<file path="src/rtl/csa8_carry_chain_if.sv">
// Beat-level bus between an 8-bit carry-select adder stage, the carry chain
// block and its downstream consumer. 'slave' is the chain block's view.
interface csa8_carry_chain_if;
    // upstream adder beat
    logic [7:0] in_sum;
    logic       in_cout;
    logic       in_valid;
    logic       in_first;
    logic       in_last;
    logic       in_ready;

    // corrected output beat
    logic [7:0] out_byte;
    logic       out_valid;
    logic       out_ready;
    logic       out_last;
    logic       out_carry;
    logic [4:0] out_len;

    // protocol error status
    logic       err;
    logic       err_clr;

    modport slave (
        input  in_sum, in_cout, in_valid, in_first, in_last, out_ready, err_clr,
        output in_ready, out_byte, out_valid, out_last, out_carry, out_len, err
    );

    modport master (
        output in_sum, in_cout, in_valid, in_first, in_last, out_ready, err_clr,
        input  in_ready, out_byte, out_valid, out_last, out_carry, out_len, err
    );
endinterface

</file>
<file path="src/rtl/csa8_carry_chain.sv">
// Chains byte-wide carry-select adder results into multi-byte words by
// propagating the carry across beats, with a one-entry registered output.
module csa8_carry_chain #(
    parameter int unsigned MAX_BYTES = 16
) (
    input logic               clk,
    input logic               rst,
    csa8_carry_chain_if.slave bus
);

    localparam logic [4:0] MAX_CNT = 5'(MAX_BYTES);

    typedef enum logic {
        IDLE,
        CHAIN
    } state_t;

    state_t     state_q,     state_d;
    logic       carry_q,     carry_d;
    logic [4:0] count_q,     count_d;
    logic       out_valid_q, out_valid_d;
    logic [7:0] out_byte_q,  out_byte_d;
    logic       out_last_q,  out_last_d;
    logic       out_carry_q, out_carry_d;
    logic [4:0] out_len_q,   out_len_d;
    logic       err_q,       err_d;

    logic       in_fire;
    logic       is_start;
    logic       c_in;
    logic [4:0] beat_cnt;
    logic       carry_next;
    logic       overflow;
    logic       word_end;
    logic       err_set;

    // Single-entry output register: accept whenever it is empty or draining.
    assign bus.in_ready = !out_valid_q || bus.out_ready;
    assign in_fire      = bus.in_valid && bus.in_ready;

    assign bus.out_valid = out_valid_q;
    assign bus.out_byte  = out_byte_q;
    assign bus.out_last  = out_last_q;
    assign bus.out_carry = out_carry_q;
    assign bus.out_len   = out_len_q;
    assign bus.err       = err_q;

    // A stray in_first inside an open word restarts the chain.
    assign is_start   = (state_q == IDLE) || bus.in_first;
    assign c_in       = is_start ? 1'b0 : carry_q;
    assign beat_cnt   = is_start ? 5'd1 : count_q + 5'd1;
    assign carry_next = bus.in_cout || ((bus.in_sum == 8'hFF) && c_in);
    assign overflow   = (beat_cnt == MAX_CNT) && !bus.in_last;
    assign word_end   = bus.in_last || overflow;

    assign err_set = in_fire && (((state_q == IDLE)  && !bus.in_first) ||
                                 ((state_q == CHAIN) &&  bus.in_first) ||
                                 overflow);

    always_comb begin
        // NOTE: every _d gets its hold value first so no path leaves a latch.
        state_d     = state_q;
        carry_d     = carry_q;
        count_d     = count_q;
        out_valid_d = out_valid_q;
        out_byte_d  = out_byte_q;
        out_last_d  = out_last_q;
        out_carry_d = out_carry_q;
        out_len_d   = out_len_q;
        err_d       = err_q;

        if (in_fire) begin
            state_d     = word_end ? IDLE : CHAIN;
            carry_d     = carry_next;
            count_d     = beat_cnt;
            out_valid_d = 1'b1;
            out_byte_d  = bus.in_sum + {7'd0, c_in};
            out_last_d  = word_end;
            out_carry_d = word_end ? carry_next : 1'b0;
            out_len_d   = word_end ? beat_cnt : 5'd0;
        end else if (bus.out_ready) begin
            out_valid_d = 1'b0;
        end

        // Setting wins over a coincident clear so no error is ever lost.
        if (err_set) begin
            err_d = 1'b1;
        end else if (bus.err_clr) begin
            err_d = 1'b0;
        end
    end

    // NOTE: reset is synchronous and overrides any transfer in the same cycle;
    // all state uses non-blocking assignment so registers update together.
    always_ff @(posedge clk) begin
        if (rst) begin
            state_q     <= IDLE;
            carry_q     <= 1'b0;
            count_q     <= 5'd0;
            out_valid_q <= 1'b0;
            out_byte_q  <= 8'd0;
            out_last_q  <= 1'b0;
            out_carry_q <= 1'b0;
            out_len_q   <= 5'd0;
            err_q       <= 1'b0;
        end else begin
            state_q     <= state_d;
            carry_q     <= carry_d;
            count_q     <= count_d;
            out_valid_q <= out_valid_d;
            out_byte_q  <= out_byte_d;
            out_last_q  <= out_last_d;
            out_carry_q <= out_carry_d;
            out_len_q   <= out_len_d;
            err_q       <= err_d;
        end
    end

    // A stalled output beat must not change under the consumer.
    property p_hold_stable;
        @(posedge clk) disable iff (rst)
        (out_valid_q && !bus.out_ready) |=>
            (out_valid_q && $stable(out_byte_q) && $stable(out_last_q) &&
             $stable(out_carry_q) && $stable(out_len_q));
    endproperty
    a_hold_stable: assert property (p_hold_stable);

    property p_count_bound;
        @(posedge clk) disable iff (rst) count_q <= MAX_CNT;
    endproperty
    a_count_bound: assert property (p_count_bound);

endmodule

</file>
<file path="src/flat_wrapper.sv">
// flat-port wrapper written by rule: the top's interface ports become plain ports
module csa8_carry_chain_flat 
#(
    parameter int unsigned MAX_BYTES = 16
)
  (clk, rst, bus_in_sum, bus_in_cout, bus_in_valid, bus_in_first, bus_in_last, bus_out_ready, bus_err_clr, bus_in_ready, bus_out_byte, bus_out_valid, bus_out_last, bus_out_carry, bus_out_len, bus_err);
  csa8_carry_chain_if bus_i ();
  input logic clk;
  input logic rst;
  input wire logic [$bits(bus_i.in_sum)-1:0] bus_in_sum;
  input wire logic [$bits(bus_i.in_cout)-1:0] bus_in_cout;
  input wire logic [$bits(bus_i.in_valid)-1:0] bus_in_valid;
  input wire logic [$bits(bus_i.in_first)-1:0] bus_in_first;
  input wire logic [$bits(bus_i.in_last)-1:0] bus_in_last;
  input wire logic [$bits(bus_i.out_ready)-1:0] bus_out_ready;
  input wire logic [$bits(bus_i.err_clr)-1:0] bus_err_clr;
  output wire logic [$bits(bus_i.in_ready)-1:0] bus_in_ready;
  output wire logic [$bits(bus_i.out_byte)-1:0] bus_out_byte;
  output wire logic [$bits(bus_i.out_valid)-1:0] bus_out_valid;
  output wire logic [$bits(bus_i.out_last)-1:0] bus_out_last;
  output wire logic [$bits(bus_i.out_carry)-1:0] bus_out_carry;
  output wire logic [$bits(bus_i.out_len)-1:0] bus_out_len;
  output wire logic [$bits(bus_i.err)-1:0] bus_err;
  assign bus_i.in_sum = bus_in_sum;
  assign bus_i.in_cout = bus_in_cout;
  assign bus_i.in_valid = bus_in_valid;
  assign bus_i.in_first = bus_in_first;
  assign bus_i.in_last = bus_in_last;
  assign bus_i.out_ready = bus_out_ready;
  assign bus_i.err_clr = bus_err_clr;
  assign bus_in_ready = bus_i.in_ready;
  assign bus_out_byte = bus_i.out_byte;
  assign bus_out_valid = bus_i.out_valid;
  assign bus_out_last = bus_i.out_last;
  assign bus_out_carry = bus_i.out_carry;
  assign bus_out_len = bus_i.out_len;
  assign bus_err = bus_i.err;
  csa8_carry_chain #(.MAX_BYTES(MAX_BYTES)) u_core (.clk(clk), .rst(rst), .bus(bus_i));
endmodule
</file>
<file path="config.mk">
export PLATFORM = sky130hd
export DESIGN_NAME = csa8_carry_chain_flat
export DESIGN_NICKNAME = d
export VERILOG_FILES = /design/src/rtl/csa8_carry_chain_if.sv /design/src/rtl/csa8_carry_chain.sv /design/src/flat_wrapper.sv
export SDC_FILE = /design/constraint.sdc
export NUM_CORES = 1
export LEC_CHECK = 0
export BUFFER_PORTS_ARGS = -buffer_cell sky130_fd_sc_hd__buf_2
export CAP_MARGIN = 10
export CORE_MARGIN = 8
export CORE_UTILIZATION = 35
export DETAILED_ROUTE_END_ITERATION = 8
export GPL_TIMING_DRIVEN = 0
export PLACE_DENSITY_LB_ADDON = 0.08
export SYNTH_ARGS = -nofsm -noshare
export SYNTH_HDL_FRONTEND = slang
export SYNTH_SLANG_ARGS = --single-unit
</file>
<file path="constraint.sdc">
create_clock -name clk -period 3.84 [get_ports clk]
set_clock_uncertainty 0.15 [all_clocks]
set_input_delay 0.96 -clock clk [delete_from_list [all_inputs] [get_ports clk]]
set_output_delay 0.96 -clock clk [all_outputs]
set_load 0.02 [all_outputs]
</file>
==> impl.org, run 1 <==
** GRT
- Global routing consumed, over all layers together, 11.1% of the routing resources.
- The via count of the first global-routing pass is 1057.
- Entering global routing, the biggest net connects 15 pins.
- For this run the aggregate overflow at the end of global routing stands at 0.
- The number of antenna violations at the first check in global routing is 0.
- The first global-routing pass estimated 4730 um of wire.

** Placement
- The congestion estimate from routability-driven global placement came to 0.871.
- Count of buffers inserted at the top-level ports :: 31
- Including well taps, the total number of placed cells is 212.
- Post-DP HPWL :: 2230 um
- Pre-CTS setup slack :: 1.11 ns

** Pwr
- Power per standard cell area :: 374 nW/um^2
- The completed layout was analyzed and its total power is 534 uW.
- IR analysis of the VDD net gives a maximum drop of 0.000132 V.
- Leakage power of the design :: 0.602 nW

** Detailed routing
- Post-detailed-routing wire length :: 2900 um
- Average wire length per cell after detail routing :: 13.4 um
- The detailed router finished its first iteration with 50 violations.
- Detailed routing inserted a total of 1082 vias.
- DR vias/cell :: 5.01
- The first detailed-routing pass took 4 iterations.
- Number of antenna-violating nets in the routed design :: 0
- Post-route DRC violation count :: 0

** Critical path
- Worst-path maximum fanout :: 6
- STA classifies the critical path endpoint as an output pin.
- For the worst setup path, the data required time is 2.73 ns.
- Type of the worst setup path :: primary input to output pin
- At the worst endpoint, the arrival time is 1.44 ns.
- The worst setup path is launched from a primary input.

** Clock tree
- Htree depth :: 1
- Counting the buffers created by CTS gives 3.
- Number of clock sinks :: 24
- Maximum root-to-sink buffer count :: 2
- Clock-pin slew was measured on the worst setup and hold paths at 0.14 ns.
- Total setup buffers inserted after CTS :: 0
- Clock latency reported for the late side of the worst-skew pair :: 0.32 ns
- Number of gates given a new drive strength after cts :: 0
- After clock tree synthesis, the flow added hold-fix buffers numbering 0.
- Clock tree from TritonCTS :: yes
- Clock Tree Root :: sky130_fd_sc_hd__clkbuf_4

** Synthesis
- For this run, the number of Yosys warnings is 0.
- Synthesis inferred 24 register bits.
- The number of nets handed over by synthesis was 155.
- The synthesized design contains 0 enable-type register cells.
- Counting every instance in the synthesized netlist gives 135.
- Mean instance size in the synthesized netlist :: 8.59 sq um
- Synth async-reset ratio :: 0%
- For this run, the leading register cell type out of synthesis is sky130_fd_sc_hd__dfxtp_1.
- After synthesis the cells add up to 1160 sq um.
- Count of distinct cell types in the synthesized netlist :: 34
- Register area share after synthesis :: 41.4%

** Die
- The die is 73.6 um wide.
- Ports :: 34
- Initial cell density of the core :: 35.6%
- In this run the vertical extent of the chip is 73.6 um.
- Area of the die :: 5410 sq um
- The floorplan has 21 rows.
- Area of the core region :: 3260 sq um

** Timing
- The number of failing hold endpoints at the final stage came to 0.
- Based on the critical path, the design can be clocked at up to 0.391 GHz.
- Setup slack on the critical path of the routed design comes to 1.29 ns.
- Adding up every negative setup slack in the final design gives 0 ns.
- The final critical path takes up 66.5% of the cycle.
- Crit path time final :: 2.55 ns
- Fin Hold WS :: 0.307 ns
- Normalized max-slew margin :: 67.0%
- Final Setup Violations :: 0
- Setup repair after global routing left no endpoint under its margin.
- Worst slew pin tran :: 0.496 ns
- Slew Limit Fails :: 0

** Layout
- Share of final-layout standard cells stronger than drive strength 1 :: 24.1%
- The repair_antennas step left the layout with diodes totalling 0.
- Net total in the final layout :: 191
- Leading cell types in the layout, fill and taps excluded :: 33 x sky130_fd_sc_hd__buf_2, 24 x sky130_fd_sc_hd__dfxtp_1, 13 x sky130_fd_sc_hd__nand2_1, 13 x sky130_fd_sc_hd__nor2_1, 11 x sky130_fd_sc_hd__a21oi_1
- Most common library cell in the layout ignoring fill and taps :: sky130_fd_sc_hd__buf_2
- Final Non-Filler Cells :: 216
- Area growth from synthesis to final layout :: 22.9%

** Outcome
- The flow ran to the end, and the final reports show no timing, DRC or antenna violations.

** Job
- Across the run, the number of max-cap violations was 0.

** Worst hold path
- Hold/Removal Path Class :: flop to flop
per-layer routing:
metal / part of all wire [%] / wire length (um) / up-vias / global-route usage (%)
met5: 0 / 0 / - / 0
met4: 1.4 / 40 / 0 / 3.99
met3: 5.4 / 157 / 5 / 3.55
met2: 44 / 1280 / 22 / 18.0
met1: 49 / 1420 / 496 / 13.4
li1: - / - / 559 / -
through the flow:
step | utilization, % | instance area (sq um)
floorplan | - | 1160
global placement | 42.1 | 1370
detailed placement | 42.1 | 1370
CTS | 43.7 | 1430
global route | 43.7 | 1430
finish | 43.7 | 1430
Yosys cell counts (3+ instances only):
master	n	share of area, %
sky130_fd_sc_hd__a211oi_1	8	5.2
sky130_fd_sc_hd__a21oi_1	11	4.7
sky130_fd_sc_hd__and2_1	4	2.2
sky130_fd_sc_hd__clkbuf_1	6	1.9
sky130_fd_sc_hd__dfxtp_1	24	41
sky130_fd_sc_hd__ha_1	4	4.3
sky130_fd_sc_hd__inv_1	3	0.97
sky130_fd_sc_hd__nand2_1	13	4.2
sky130_fd_sc_hd__nand3_1	7	3.0
sky130_fd_sc_hd__nand4_1	7	3.8
sky130_fd_sc_hd__nor2_1	13	4.2
sky130_fd_sc_hd__o21ai_0	3	1.3
sky130_fd_sc_hd__xor2_1	7	5.3
path summary, 6_finish.rpt:
check | start | endpoint | slack (ns) | cells past startpoint
setup / recovery | bus_out_ready | bus_in_ready | 1.29 | 3
hold / removal | u_core.bus.out_len[0] | u_core.bus.out_len[0] | 0.31 | 2
setup reg to reg | u_core.count_q[0] | u_core.bus.out_carry | 1.78 | 5
hold reg to reg | u_core.bus.out_len[0] | u_core.bus.out_len[0] | 0.31 | 2
logic make-up after synthesis:
logic type	synth area share (%)
AO/OA/AOI/OAI	17.3
buffers and inverters	4.10
multiplexers	0.863
XOR/XNOR	6.04
AND/OR/NAND/NOR	26.0
flip-flops	41.4
adder cells (fa/ha/maj)	4.32
cell type report:
type | count | area (sq um)
Clock inverter | 1 | 30.0
Fill cell | 357 | 1830
Inverter | 3 | 11.3
Multi-Input combinational cell | 99 | 632
Clock buffer | 3 | 22.5
Buffer | 9 | 36.3
Timing Repair Buffer | 31 | 155
Tap cell | 46 | 57.6
Sequential cell | 24 | 480
worst max-delay path: stages:
cell and delay [ns]:
sky130_fd_sc_hd__buf_2 0.09, sky130_fd_sc_hd__nand2b_1 0.20, sky130_fd_sc_hd__buf_2 0.19
state kept, by name, summed over array words and instances, names as in the netlist:
name and count:
u_core.count_q 5, u_core.bus.out_len 5, u_core.bus.err 1, u_core.state_q 1, u_core.carry_q 1, u_core.bus.out_valid 1, u_core.bus.out_byte 8, u_core.bus.out_last 1
u_core.bus.out_carry 1
where the power goes:
group / internal (mW) / switching, mW / total, mW
clock: 0.106 / 0.0820 / 0.188
sequential: 0.261 / 0.00627 / 0.267
combinational: 0.0286 / 0.0502 / 0.0788
(Power assumes the default switching activity.)
==> inputs of run 2 (changes only) <==
- ABC_AREA: unset -> 1
- clock period: 3.84 -> 2.61 ns (I/O delays scaled with it)
==> run 2 against run 1 <==
  * Non-clock buffer count fell by 3
  * Clock power grew 4%
  * Sequential power increased by 48%
  * Highest routed layer unchanged
  * Final cell count up 9.3%
  * Critical path depth rose by 9
  * Worst setup slack worse by 0.75 ns
  * Flip-flop and latch count unchanged
  * Die area fell by 1.3%
  * Core utilization grew 1.5 points
  * Area after synthesis down 1.6%
  * Design area down 2.3%
  * Register-to-register slack lost 1.1 ns
==> impl.org, run 2 <==
** GRT
- Entering global routing, the biggest net connects 14 pins.
- The first global-routing pass estimated 4730 um of wire.
- Total grt overflow :: 0
- The number of antenna violations at the first check in global routing was 0.
- Aggregate global-route resource usage :: 11.1%
- The via count of the first global-routing pass is 1108.

** Layout
- Diode count :: 0
- Max reg flops :: 8
- Share of final-layout standard cells stronger than drive strength 1 :: 25.5%
- The top cell types in the final layout, fill and taps aside, are 34 x sky130_fd_sc_hd__buf_2, 31 x sky130_fd_sc_hd__nand2_1, 24 x sky130_fd_sc_hd__dfxtp_1, 23 x sky130_fd_sc_hd__nor2_1.
- Relative to the synthesized area, the layout overhead comes to 22.0%.
- Net total in the final layout :: 213
- Most common library cell in the layout ignoring fill and taps :: sky130_fd_sc_hd__buf_2

** Clock tree
- In this run the clock root is driven by a sky130_fd_sc_hd__clkbuf_4.
- CTS clk-pin slew, worst paths :: 0.13 ns
- TritonCTS built the clock tree.
- The tree built by TritonCTS fans out to 24 sinks.
- In this run, CTS created clock tree buffers numbering 3.
- After clock tree synthesis, the setup repair step added 0 buffers.
- Hold-fix buffers at CTS :: 0
- Number of gates given a new drive strength after cts :: 0
- Clock latency reported for the late side of the worst-skew pair :: 0.31 ns
- Htree depth :: 1
- Maximum root-to-sink buffer count :: 2

** Timing
- Final Setup Violations :: 0
- The worst pin sits at a relative slew slack of 67.0%.
- After layout, the worst path uses 79.6% of the clock period.
- At the pin with the least slew margin, the transition time is 0.496 ns.
- Unrepaired setup endpoints after global routing :: no
- Number of endpoints with negative hold slack in the final report :: 0
- Crit path time final :: 2.08 ns
- Maximum clock frequency :: 0.481 GHz
- Final-layout setup total negative slack :: 0 ns
- The number of max-slew violations in the final report is 0.
- Post-layout worst setup margin :: 0.532 ns

** Detailed routing
- Average wire length per cell after detail routing :: 11.5 um
- Post-detailed-routing wire length :: 2710 um
- In the routed design, unresolved DRC markers number 0.
- Once detail routing completed, the nets flagged for antenna violations numbered 0.
- Iteration-0 DRC count of the detailed router :: 44
- DR vias/cell :: 4.64
- Number of vias in the routed layout :: 1095
- The first detailed-routing pass took 4 iterations.

** Synthesis
- Count of mapped cells out of synthesis :: 156
- Number of flip-flops and latches in the synthesized netlist :: 24
- Counting flops with an async set or reset pin after synthesis yields a share of 0%.
- Among all cell types in the netlist, the one instantiated most often is sky130_fd_sc_hd__nand2_1.
- Synth top area share :: 42.1%
- Synth Net Count :: 176
- Sequential elements use 42.1% of the synthesized area.
- Mapped Area :: 1140 sq um
- The synthesized design contains 0 enable-type register cells.
- During synthesis, Yosys emitted a total of 0 warnings.
- For this run, the leading register cell type out of synthesis is sky130_fd_sc_hd__dfxtp_1.
- The synthesized design spends more area on one cell type than any other, namely sky130_fd_sc_hd__dfxtp_1.
- Post-synth top cells :: 31 x sky130_fd_sc_hd__nand2_1, 24 x sky130_fd_sc_hd__dfxtp_1, 23 x sky130_fd_sc_hd__nor2_1
- Count of distinct cell types in the synthesized netlist :: 22
- Top area cells in the synthesized netlist :: sky130_fd_sc_hd__dfxtp_1 42%, sky130_fd_sc_hd__nand2_1 10%, sky130_fd_sc_hd__nor2_1 7.6%, sky130_fd_sc_hd__a21oi_1 7.0%, sky130_fd_sc_hd__inv_1 5.3%
- A synthesized cell averages 7.31 sq um.

** Placement
- At the end of routability-driven placement, the weighted congestion stood at 0.801.
- Port buffering added 32 buffers.
- The HPWL after detailed placement is 2130 um.
- Pre-CTS setup slack :: 0.172 ns

** Pwr
- In this run the power density over the cells is 505 nW/um^2.
- In this run the static leakage power is 0.663 nW.
- Across the VDD grid, the largest voltage drop is 0.000246 V.

** Die
- Area of the core region :: 3080 sq um
- Ports :: 34
- Core Rows :: 20
- Initial cell density of the core :: 37.1%
- Floorplan die width :: 73.1 um
- Area of the die :: 5340 sq um
- Measured along the y axis, the die boundary spans 73.1 um.

** Critical path
- Type of the worst setup path :: primary input to flop
- For the worst flop-to-flop path, the logic depth is 10.
- CP arrival :: 2.15 ns
- In this run the worst path has a maximum fanout of 7.
- Cells along the critical path :: buf_2, inv_1, ha_1, nand2_1, inv_1, ha_1, nand3_1, nor2_1, nand4_1, xnor2_1, o21ai_0, inv_1
- The number of buffers and inverters on the critical path is 4.
- Across all register-to-register paths, the minimum setup slack is 0.65 ns.
- Critical path data required time :: 2.68 ns
- By instance count, the cell type seen most on the critical path is sky130_fd_sc_hd__inv_1.
- The slowest stage of the critical path belongs to the cell sky130_fd_sc_hd__ha_1.
- Kind of cell adding the most delay to the critical path :: adder cells
- Critical Path Stages :: 12
- Critical Path Start Type :: primary input
- CP Capture Type :: flop
- Largest stage delay, worst path :: 0.30 ns

** Job
- Number of max-cap violations :: 0

** Worst hold path
- Hold/Removal Path Class :: flop to flop
- Counting instances, the worst hold path has a depth of 2.

** Outcome
- Status :: finished, final reports clean
==> run 2: cells by family (layout without fill, tap and decap cells) <==
logic type	count (synthesis)	in the layout	share of synthesized area [%]
buffers and inverters	22	58	7.79
xor gates and xnor gates	6	6	4.61
AOI/OAI and AO/OA	27	27	13.0
and+or+nand+nor	73	73	28.1
adders and majority gates	4	4	4.39
DFF	24	24	42.1
==> run 2: final cells by class <==
type | instances | area (sq um)
multi-input cells | 110 | 572
fillers | 337 | 1690
inverters | 17 | 63.8
plain buffers | 5 | 25.0
flip-flops and latches | 24 | 480
clock buffers | 4 | 36.3
well taps | 44 | 55.1
repair buffers | 32 | 160
==> run 2: worst reg2reg max path, stage by stage, from the launching register on <==
cell                      delay, ns
sky130_fd_sc_hd__dfxtp_1       0.36
sky130_fd_sc_hd__ha_1          0.31
sky130_fd_sc_hd__nand2_1       0.09
sky130_fd_sc_hd__inv_1         0.08
sky130_fd_sc_hd__ha_1          0.17
sky130_fd_sc_hd__nand3_1       0.12
sky130_fd_sc_hd__nor2_1        0.15
sky130_fd_sc_hd__nand4_1       0.11
sky130_fd_sc_hd__xnor2_1       0.14
sky130_fd_sc_hd__o21ai_0       0.14
sky130_fd_sc_hd__inv_1         0.05
==> run 2: metrics by stage <==
stage                     hold WS (ns)  instance area [sq um]  power [mW]  std cells  utilization [%]
after floorplan                  0.298                   1140       0.473        156                -
after global placement           0.302                   1360       0.516        232             44.1
after detailed placement         0.304                   1360       0.519        232             44.1
after CTS                        0.323                   1390       0.717        236             45.2
after global routing             0.359                   1390       0.747        236             45.2
final                            0.320                   1390       0.704        236             45.2
==> run 2: where the power goes <==
| group | switching (mW) | internal, mW |
|---|---|---|
| combinational | 0.0739 | 0.0403 |
| sequential | 0.00996 | 0.384 |
| clock | 0.110 | 0.0852 |
| total | 0.194 | 0.510 |
==> run 2: worst paths after layout <==
path / startpoint / to
worst max-delay path: bus_in_first / u_core.bus.out_byte[7]
worst min register to register: u_core.bus.err / u_core.bus.err
worst min-delay path: u_core.bus.err / u_core.bus.err
worst max register to register: u_core.state_q / u_core.bus.out_byte[7]
==> run 2: per-layer routing <==
metal	GRT usage, %	part of all wire [%]
met1	12.8	46
met2	19.2	49
met3	2.20	3.4
met4	4.89	1.7
met5	0	0
==> inputs of run 3 (changes only) <==
- clock period: 2.61 -> 2.1 ns (I/O delays scaled with it)
==> run 3 against run 2 <==
  * Core utilization up 0.081 points
  * Clock-buffer cell count unchanged
  * Flip-flop and latch count did not move
  * Sequential power up 24%
  * Non-clock buffer count stayed put
  * Sequential share of layout area down 0.062 points
  * Design area grew 0.18%
  * Total power rose by 24%
  * Worst setup slack got worse by 0.33 ns
  * Register-to-register slack worse by 0.45 ns
  * Wire length did not move
  * Via count fell by 0.18%
  * Highest routed layer unchanged
==> impl.org, run 3 (synthesis results as in run 2) <==
** Clock tree
- Maximum root-to-sink buffer count :: 2
- After clock tree synthesis, the setup repair step added 0 buffers.
- For the worst-skew pair, the clock arrives at the later sink with an insertion delay of 0.31 ns.
- Number of clock sinks :: 24
- CTS Buf Count :: 3
- Htree depth :: 1
- Clock Tree Root :: sky130_fd_sc_hd__clkbuf_4
- Clock tree from TritonCTS :: yes
- After clock tree synthesis, the clock-pin slew on the worst setup and hold paths is 0.13 ns.
- For this design, the CTS-stage hold fixing added 0 buffers.
- In this run, post-CTS repair resized a total of 0 instances.

** Critical path
- Walking the worst path, the cells encountered are ha_2, nand2_1, inv_1, ha_1, nand3_1, nor2_1, nand4_1, xnor2_1, o21ai_0, inv_1.
- Largest stage delay, worst path :: 0.36 ns
- CP Capture Type :: flop
- The critical path starts at u_core.state_q.
- Type of the worst setup path :: flop to flop
- CP arrival :: 1.97 ns
- Slowest cell on the critical path :: sky130_fd_sc_hd__dfxtp_1
- Worst-path maximum fanout :: 7
- The worst register-to-register path has a depth of 10.
- Data on the critical path is required at its endpoint by 2.18 ns.
- Critical Path Start Type :: flop
- The worst register-to-register path begins at u_core.state_q.
- The worst register-to-register path ends at u_core.bus.out_byte[7].
- By instance count, the cell type seen most on the critical path is sky130_fd_sc_hd__inv_1.
- Slack of the worst reg-to-reg path :: 0.20 ns

** Detailed routing
- Number of antenna-violating nets in the routed design :: 0
- Post-route DRC violation count :: 0
- Summed over all layers, the routed wires come to 2710 um.
- The detailed router finished its first iteration with 46 violations.
- Number of vias in the routed layout :: 1093
- Before antenna repair, the detailed router went through 4 iterations.
- Average wire length per cell after detail routing :: 11.5 um
- Dividing the detail-routed via count by the number of cells gives 4.63.

** Placement
- Before CTS, the worst setup slack after placement is -0.210 ns.
- Routability-driven placement finished with a final weighted congestion of 0.801.
- Post-DP HPWL :: 2130 um
- Count of buffers inserted at the top-level ports :: 32

** Timing
- Setup repair after global routing left no endpoint under its margin.
- For this run, the top clock speed supported by timing is 0.527 GHz.
- Crit path time final :: 1.90 ns
- Hold is met by 0.297 ns.
- The number of max-slew violations in the final report was 0.
- Worst slew pin tran :: 0.496 ns
- Number of endpoints with negative hold slack in the final report :: 0
- In this run the tightest slew margin relative to its limit is 66.9%.
- The worst path meets setup with 0.203 ns of slack.
- Dividing the final minimum period by the clock period gives 90.3%.
- Setup violations remaining at the end of the flow were counted as 0.

** Layout
- FILL cells :: 337
- Diode count :: 0
- The final layout contains 213 nets.
- Max reg flops :: 8
- Share of final-layout standard cells stronger than drive strength 1 :: 26.0%
- From synthesis to final layout, the design area changed by 22.3%.
- In the layout the commonest cells are 34 x sky130_fd_sc_hd__buf_2, 31 x sky130_fd_sc_hd__nand2_1, 24 x sky130_fd_sc_hd__dfxtp_1, 23 x sky130_fd_sc_hd__nor2_1.
- Most common library cell in the layout ignoring fill and taps :: sky130_fd_sc_hd__buf_2

** GRT
- The number of antenna violations at the first check in global routing was 0.
- Entering global routing, the biggest net connects 14 pins.
- First-pass GRT wire length :: 4730 um
- Global routing used 11.1% of the available tracks.
- Total grt overflow :: 0
- Number of global-route vias before repair :: 1108

** Die
- The die covers 5340 sq um.
- Floorplan die width :: 73.1 um
- Initial cell density of the core :: 37.1%
- From bottom edge to top edge, the die measures 73.1 um.
- Row generation in the floorplan step produced 20 rows.
- Area of the core region :: 3080 sq um
- 34 I/O pins were placed.

** Pwr
- In this run the power density over the cells is 627 nW/um^2.
- Power spent charging and discharging nets :: 241 uW
- In this run the static leakage power is 0.661 nW.
- Power share of the sequential group :: 56.0%
- Net switching is 27.6% of the power.
- Peak supply drop :: 0.000305 V
- Internal power :: 634 uW
- Logic gate share of total power :: 16.2%
- Of the total power, the clock network draws 27.7%.

** Worst hold path
- The worst hold path begins at bus_err_clr.
- Hold endpoint :: u_core.bus.err
- The min-delay analysis places its worst path in the category primary input to flop.
- Along the worst hold path, the cell count comes to 4.

** Outcome
- The run finished with clean final reports.

** Job
- Max-cap violations in this run came to 0.
[run 3: cell counts in the layout (fill, tap and decap cells not counted)]
No cell type changed its count.
[run 3: layer usage]
metal | GRT usage, % | vias up | wire length (um)
met5 | 0 | - | 0
met4 | 4.89 | 0 | 45
met3 | 2.20 | 6 | 102
met2 | 19.2 | 23 | 1330
met1 | 12.8 | 490 | 1230
li1 | - | 574 | -
[run 3: layout make-up]
class | count | area (sq um) | share of cell area, %
buffer | 5 | 25.0 | 1.79
tap | 44 | 55.1 | 3.95
multi-input combinational | 110 | 574 | 41.2
inverter | 17 | 63.8 | 4.57
clock buffer | 4 | 36.3 | 2.60
timing repair buffer | 32 | 160 | 11.5
sequential | 24 | 480 | 34.4
[run 3: critical path, delay by kind of cell (launching register included)]
family          cells  cell delay, ns
xor+xnor            1            0.14
compound gates      1            0.14
buf+inv             2            0.13
fa+ha+maj           2            0.43
flops               1            0.36
simple gates        4            0.44
[run 3: worst max path at each step]
stage                                   to  slack (ns)
detailed placement  u_core.bus.out_byte[7]       -0.21
finish              u_core.bus.out_byte[7]        0.20
floorplan           u_core.bus.out_byte[7]        0.12
global route        u_core.bus.out_byte[7]        0.04
CTS                 u_core.bus.out_byte[7]        0.12
global placement    u_core.bus.out_byte[7]       -0.17
[run 3: stage by stage]
stage / std cells / TNS [ns] / utilization, % / power [mW] / area (sq um)
global route: 236 / 0 / 45.3 / 0.929 / 1400
CTS: 236 / 0 / 45.2 / 0.891 / 1390
detailed placement: 232 / -0.533 / 44.1 / 0.645 / 1360
finish: 236 / 0 / 45.3 / 0.875 / 1400
global placement: 232 / -0.451 / 44.1 / 0.642 / 1360
floorplan: 156 / 0 / - / 0.587 / 1140
[run 3: power by group through the flow]
stage / sequential, mW / clock, mW / combinational, mW
finish: 0.490 / 0.243 / 0.142
global placement: 0.499 / 0 / 0.143
global route: 0.494 / 0.274 / 0.161
floorplan: 0.522 / 0 / 0.0652
CTS: 0.491 / 0.255 / 0.145
detailed placement: 0.501 / 0 / 0.144
